<file path="config.mk">
export PLATFORM = sky130hd
export DESIGN_NAME = sample_ram_arbiter
export DESIGN_NICKNAME = d
export VERILOG_FILES = /design/src/rtl/sample_ram_arbiter_pkg.sv /design/src/rtl/sample_ram_arbiter_rd_tag_pipe.sv /design/src/rtl/sample_ram_arbiter.sv
export SDC_FILE = /design/constraint.sdc
export NUM_CORES = 1
export LEC_CHECK = 0
export BUFFER_PORTS_ARGS = -buffer_cell sky130_fd_sc_hd__buf_2
export CORE_MARGIN = 2
export CORE_UTILIZATION = 30
export CTS_BUF_LIST = sky130_fd_sc_hd__clkbuf_8
export DETAILED_ROUTE_END_ITERATION = 8
export PLACE_DENSITY = 0.58
export SYNTH_ARGS = -nofsm -noshare
export SYNTH_HDL_FRONTEND = slang
export SYNTH_HIERARCHICAL = 1
export SYNTH_SLANG_ARGS = --single-unit
</file>
<file path="constraint.sdc">
create_clock -name clk -period 2.3 [get_ports clk]
set_input_delay 0.23 -clock clk [delete_from_list [all_inputs] [get_ports clk]]
set_output_delay 0.23 -clock clk [all_outputs]
set_load 0.005 [all_outputs]
</file>
<file path="src/rtl/sample_ram_arbiter_pkg.sv">
// Shared encodings for the sample RAM arbiter: reader ownership states and
// the requester tags that ride alongside reads through the RAM latency.
package sample_ram_arbiter_pkg;

  typedef enum logic [1:0] {
    OWN_NONE = 2'd0,
    OWN_FFT  = 2'd1,
    OWN_HOST = 2'd2
  } own_t;

  typedef enum logic [1:0] {
    TAG_NONE = 2'd0,
    TAG_FFT  = 2'd1,
    TAG_HOST = 2'd2
  } tag_t;

  localparam int STALL_W = 16;

  function automatic own_t other_reader(own_t own);
    return (own == OWN_FFT) ? OWN_HOST : OWN_FFT;
  endfunction

endpackage

</file>
<file path="src/rtl/sample_ram_arbiter_rd_tag_pipe.sv">
// Requester-tag delay line matching the RAM read latency; busy flags any
// read still travelling towards its return cycle.
module rd_tag_pipe
  import sample_ram_arbiter_pkg::*;
#(
  parameter int DEPTH = 3
) (
  input  logic clk,
  input  logic reset,
  input  tag_t tag_in,
  output tag_t tag_out,
  output logic busy
);

  tag_t stages [DEPTH];

  always_ff @(posedge clk or posedge reset) begin
    if (reset) begin
      for (int i = 0; i < DEPTH; i++) stages[i] <= TAG_NONE;
    end else begin
      stages[0] <= tag_in;
      for (int i = 1; i < DEPTH; i++) stages[i] <= stages[i-1];
    end
  end

  assign tag_out = stages[DEPTH-1];

  always_comb begin
    busy = 1'b0;
    for (int i = 0; i < DEPTH; i++) begin
      if (stages[i] != TAG_NONE) busy = 1'b1;
    end
  end

endmodule

</file>
<file path="src/rtl/sample_ram_arbiter.sv">
// Single-port sample RAM arbiter: the ADC writer always wins, the FFT and host
// readers share the remaining cycles in bounded bursts.
module sample_ram_arbiter
  import sample_ram_arbiter_pkg::*;
#(
  parameter int AW          = 13,
  parameter int DW          = 16,
  parameter int RAM_LATENCY = 2,
  parameter int MAX_BURST   = 16
) (
  input  logic               clk,
  input  logic               reset,
  input  logic               adc_req,
  input  logic [AW-1:0]      adc_addr,
  input  logic [DW-1:0]      adc_wdata,
  output logic               adc_gnt,
  input  logic               fft_req,
  input  logic [AW-1:0]      fft_addr,
  output logic               fft_gnt,
  output logic               fft_rvalid,
  output logic [DW-1:0]      fft_rdata,
  input  logic               host_req,
  input  logic [AW-1:0]      host_addr,
  output logic               host_gnt,
  output logic               host_rvalid,
  output logic [DW-1:0]      host_rdata,
  output logic               ram_en,
  output logic               ram_we,
  output logic [AW-1:0]      ram_addr,
  output logic [DW-1:0]      ram_wdata,
  input  logic [DW-1:0]      ram_rdata,
  output logic               busy,
  output logic [STALL_W-1:0] stall_cnt
);

  localparam int BW = $clog2(MAX_BURST + 1);
  localparam logic [BW-1:0] BURST_LIMIT = BW'(MAX_BURST);

  own_t          state;
  logic          rr_host;
  logic [BW-1:0] burst_cnt;
  logic [BW-1:0] cnt_next;
  logic          fft_pick;
  logic          host_pick;
  logic          beat;
  logic          owner_req;
  logic          other_req;
  tag_t          tag_in;
  tag_t          tag_out;

  // Reader grants are gated by reset so every grant reads 0 while it is held.
  always_comb begin
    fft_pick  = 1'b0;
    host_pick = 1'b0;
    if (!reset && !adc_req) begin
      case (state)
        OWN_NONE: begin
          if (fft_req && (!host_req || !rr_host)) fft_pick = 1'b1;
          else if (host_req)                      host_pick = 1'b1;
        end
        OWN_FFT:  fft_pick  = fft_req;
        OWN_HOST: host_pick = host_req;
        default: ;
      endcase
    end
  end

  always_comb begin
    owner_req = 1'b0;
    other_req = 1'b0;
    case (state)
      OWN_FFT: begin
        owner_req = fft_req;
        other_req = host_req;
      end
      OWN_HOST: begin
        owner_req = host_req;
        other_req = fft_req;
      end
      default: ;
    endcase
  end

  assign adc_gnt  = adc_req & ~reset;
  assign fft_gnt  = fft_pick;
  assign host_gnt = host_pick;
  assign beat     = fft_pick | host_pick;
  assign cnt_next = (beat && burst_cnt != BURST_LIMIT) ? burst_cnt + BW'(1) : burst_cnt;

  // A dropped owner request outranks burst expiry, so the waiting reader
  // comes in through OWN_NONE on the following cycle.
  always_ff @(posedge clk or posedge reset) begin
    if (reset) begin
      state     <= OWN_NONE;
      rr_host   <= 1'b0;
      burst_cnt <= '0;
    end else begin
      if (fft_pick)       rr_host <= 1'b1;
      else if (host_pick) rr_host <= 1'b0;
      case (state)
        OWN_NONE: begin
          if (fft_pick) begin
            state     <= OWN_FFT;
            burst_cnt <= BW'(1);
          end else if (host_pick) begin
            state     <= OWN_HOST;
            burst_cnt <= BW'(1);
          end
        end
        default: begin
          if (!owner_req) begin
            state     <= OWN_NONE;
            burst_cnt <= '0;
          end else if (cnt_next == BURST_LIMIT && other_req) begin
            state     <= other_reader(state);
            burst_cnt <= '0;
          end else begin
            burst_cnt <= cnt_next;
          end
        end
      endcase
    end
  end

  always_ff @(posedge clk or posedge reset) begin
    if (reset) begin
      ram_en    <= 1'b0;
      ram_we    <= 1'b0;
      ram_addr  <= '0;
      ram_wdata <= '0;
    end else begin
      ram_en <= adc_gnt | beat;
      ram_we <= adc_gnt;
      if (adc_gnt) begin
        ram_addr  <= adc_addr;
        ram_wdata <= adc_wdata;
      end else if (fft_pick) begin
        ram_addr  <= fft_addr;
        ram_wdata <= '0;
      end else if (host_pick) begin
        ram_addr  <= host_addr;
        ram_wdata <= '0;
      end else begin
        ram_addr  <= '0;
        ram_wdata <= '0;
      end
    end
  end

  always_comb begin
    tag_in = TAG_NONE;
    if (fft_pick)       tag_in = TAG_FFT;
    else if (host_pick) tag_in = TAG_HOST;
  end

  rd_tag_pipe #(
    .DEPTH(RAM_LATENCY + 1)
  ) u_tag_pipe (
    .clk     (clk),
    .reset   (reset),
    .tag_in  (tag_in),
    .tag_out (tag_out),
    .busy    (busy)
  );

  assign fft_rvalid  = (tag_out == TAG_FFT);
  assign host_rvalid = (tag_out == TAG_HOST);
  assign fft_rdata   = fft_rvalid  ? ram_rdata : '0;
  assign host_rdata  = host_rvalid ? ram_rdata : '0;

  always_ff @(posedge clk or posedge reset) begin
    if (reset) begin
      stall_cnt <= '0;
    end else if (((fft_req && !fft_pick) || (host_req && !host_pick)) && stall_cnt != '1) begin
      stall_cnt <= stall_cnt + STALL_W'(1);
    end
  end

endmodule

</file>
==> flow_summary_export.csv <==
group,metric,value,unit
cells_and_area,fillCellCount,951,
global_route,grt_busiest_layer,"met2",
critical_path,cpLargestDelayFamily,"simple AND/OR/NAND/NOR gates",
detailed_routing,drtAntennaViolNets,0,
critical_path,startpoint,"burst_cnt[0]$_DFFE_PP0P_",
sta,finClkSkew,13.1,ps
clock_network,clock_latency,340,ps
detailed_routing,first_pass_iters,5,
logic_synthesis,syn_area,2940,um^2
critical_path,cp_slowest_cell,"or3_1",
critical_path,worst_setup_path_start_kind,"register",
clock_network,cts-root-buf,"clkbuf_8",
die,initial_utilization,0.305,
sta,setup_ws,30.3,ps
global_route,grt_use_total,0.148,
logic_synthesis,yosys_warnings,6,
global_route,grt_pass1_wl,12000,um
cells_and_area,syn_to_final_growth,44.7,%
global_route,grt_pass1_vias,2518,
sta,setup_viol,0,
global_route,grt_use_met1,0.170,
logic_synthesis,synth-seq-cells,61,
logic_synthesis,synthCells,277,
die,die-area,10600,um^2
critical_path,slowest_delay,420,ps
worst_hold_path,hp-class,"input pin to register",
clock_network,clock-sinks,61,
sta,fmax,441,MHz
critical_path,cp_max_fo,6,
detailed_routing,drc,0,
logic_synthesis,synth_top_area_frac,0.519,
logic_synthesis,synth.avg_cell_area,10.6,um^2
global_route,globalRouteOverflowTotal,0,
die,chipHeight,103,um
worst_hold_path,hp-start,"reset",
sta,fin_crit,2270,ps
clock_network,cts_buffer_depth,2,
clock_network,clk_pin_slew_worst_paths,70,ps
clock_network,cts_tree,"yes",
logic_synthesis,ys.flop_type,"dfrtp_1",
place,gp_congestion,0.840,
cells_and_area,nNetsFinal,537,
power,peakVddDrop,374,uV
place,place_ws,55.7,ps
die,core_area,9640,um^2
logic_synthesis,synth_area_leaders,"dfrtp_1 (52%), and2_1 (7.0%), and3_1 (4.5%), a222oi_1 (4.4%), xnor2_1 (3.3%)",
clock_network,htreeDepth,3,
cells_and_area,drive_above_1_share,0.458,
global_route,grt_max_degree,40,
logic_synthesis,synth.net_count,359,
global_route,grt_antenna_before_repair,0,
sta,finalHoldViolations,0,
power,p_leak,2.43,nW
critical_path,end_kind,"register",
logic_synthesis,synthArstFlopShare,1.00,
flow_run,cap_violations,0,
critical_path,ff2ff_setup_slack,30,ps
global_route,grtUsageMet2,0.259,
detailed_routing,via_count,2767,
logic_synthesis,synth_top_area_cell,"dfrtp_1",
logic_synthesis,synth_edf_count,0,
logic_synthesis,synthTopCellsByCount,"dfrtp_1 (61), and2_1 (33), inv_1 (25)",
critical_path,worst_ep_arrival_time,2520,ps
detailed_routing,avgRoutedWirePerCell,13.9,um
place,dpl.hpwl,6220,um
detailed_routing,routed_wl,8210,um
sta,worstMarginPinSlew,832,ps
detailed_routing,drt_iter0_markers,159,
critical_path,required,2550,ps
critical_path,reg2reg_from,"burst_cnt[0]$_DFFE_PP0P_",
critical_path,cp_num_buf_inv,1,
sta,drv_slew,0,
global_route,use_met3,0.0447,
logic_synthesis,synth_seq_area_share,0.519,
die,num_rows,36,
die,io_pins,161,
logic_synthesis,yosys.cell_count.top_type,"dfrtp_1",
power,powerDensity,803,nW/um^2
detailed_routing,viasPerCell,4.67,
die,die_w,103,um
logic_synthesis,synth_cell_types,47,
sta,finalSetupTns,0,ps
clock_network,cts_buffers,9,
cells_and_area,diodes,0,
sta,min_period_over_period,0.987,
sta,max_slew_margin,0.444,
critical_path,path_cells,"inv_1, ha_1, and4bb_2, a211oi_4, nand2_2, o31ai_1, nand4_2, or3_1, o211ai_1",
place,numPortBuffers,160,
run_status,status,"finished clean",
critical_path,path_class,"register to register",
## layout by cell type, fill, tap and decap left out, types with 2 or more instances in the layout
| cell | n |
|---|---|
| xor2_1 | 7 |
| and4_1 | 2 |
| dfrtp_1 | 61 |
| and3_1 | 21 |
| buf_2 | 160 |
| nand4_1 | 3 |
| o21ai_4 | 2 |
| inv_1 | 23 |
| o22ai_1 | 3 |
| nand3_1 | 9 |
| o31ai_1 | 3 |
| a21oi_1 | 5 |
| a222oi_1 | 13 |
| o21ai_0 | 6 |
| inv_2 | 3 |
| ha_4 | 2 |
| ha_1 | 3 |
| nand2_1 | 10 |
| bufinv_16 | 2 |
| buf_4 | 17 |
| nor2b_1 | 4 |
| nand2_2 | 2 |
| xnor2_1 | 11 |
| nor2_1 | 11 |
| and2_1 | 33 |
| nand2b_1 | 3 |
| a22o_1 | 2 |
| nor3_1 | 2 |
| clkinv_4 | 3 |
| clkbuf_8 | 9 |
## area by class of cell
class                   instances  area, um^2  area share
well taps                     133         166      0.0391
multi-input cells             179        1300       0.305
repair buffers                179         958       0.225
clock buffers                   9         124      0.0291
inverters                      25        93.8      0.0220
clock inverters                 6        90.1      0.0212
flip-flops and latches         61        1530       0.358
## flip-flops by register name (all words and copies together) (netlist names)
register	count
rr_host	1
ram_wdata	16
state	2
ram_en	1
u_tag_pipe/tag_out	2
ram_we	1
ram_addr	13
u_tag_pipe/stages	4
stall_cnt	16
burst_cnt	5
## cell families after synthesis
| kind of cell | share of synthesized area |
|---|---|
| compound gates | 0.122 |
| xor+xnor | 0.0536 |
| fa+ha+maj | 0.0255 |
| buf+inv | 0.0553 |
| flops | 0.519 |
| mux | 0.00723 |
| simple gates | 0.218 |
## worst register-to-register path, delay by kind of cell, from the launching register on
family | cells | cell delay, ps
flops | 1 | 400
fa+ha+maj | 1 | 200
compound gates | 3 | 550
buf+inv | 1 | 90
simple gates | 4 | 940
## power breakdown
part | total (W) | leakage, nW | switching [W] | internal, W
clock network | 0.00103 | 0.111 | 0.000421 | 0.000605
logic | 0.00104 | 1.51 | 0.000532 | 0.000505
registers | 0.00136 | 0.809 | 0.000132 | 0.00123
total | 0.00342 | 2.43 | 0.00108 | 0.00234
## metrics by stage
stage | util | instances | total power (W) | instance area [um^2] | hold slack [ps]
floorplan | - | 277 | 0.00193 | 2940 | 21.0
global placement | 0.409 | 570 | 0.00229 | 3940 | 199
detailed placement | 0.409 | 570 | 0.00231 | 3940 | 198
CTS | 0.432 | 586 | 0.00336 | 4170 | 60.3
global route | 0.442 | 592 | 0.00367 | 4260 | 71.7
finish | 0.442 | 592 | 0.00342 | 4260 | 75.3
## worst paths after layout
kind	to	cells after the start
setup / recovery	state[0]$_DFFE_PP0P_	9
hold / removal	ram_en$_DFF_PP0_	2
setup reg to reg	state[0]$_DFFE_PP0P_	9
hold reg to reg	u_tag_pipe/stages[3]$_DFF_PP0_	0
max in group asynchronous	ram_addr[9]$_DFF_PP0_	5
min in group asynchronous	u_tag_pipe/stages[4]$_DFF_PP0_	3
## layer usage
layer / up-vias / part of all wire
li1: 1317 / -
met1: 1330 / 0.39
met2: 111 / 0.51
met3: 9 / 0.086
met4: 0 / 0.016
met5: - / 0
## repair_timing
item / CTS / global route
endpoints found under the hold margin: 20 / 0
setup buffers: 0 / 6
hold buffers: 1 / 0
gates resized for setup: 0 / 10
setup endpoints to repair: 0 / 6
(Power assumes the default switching activity.)
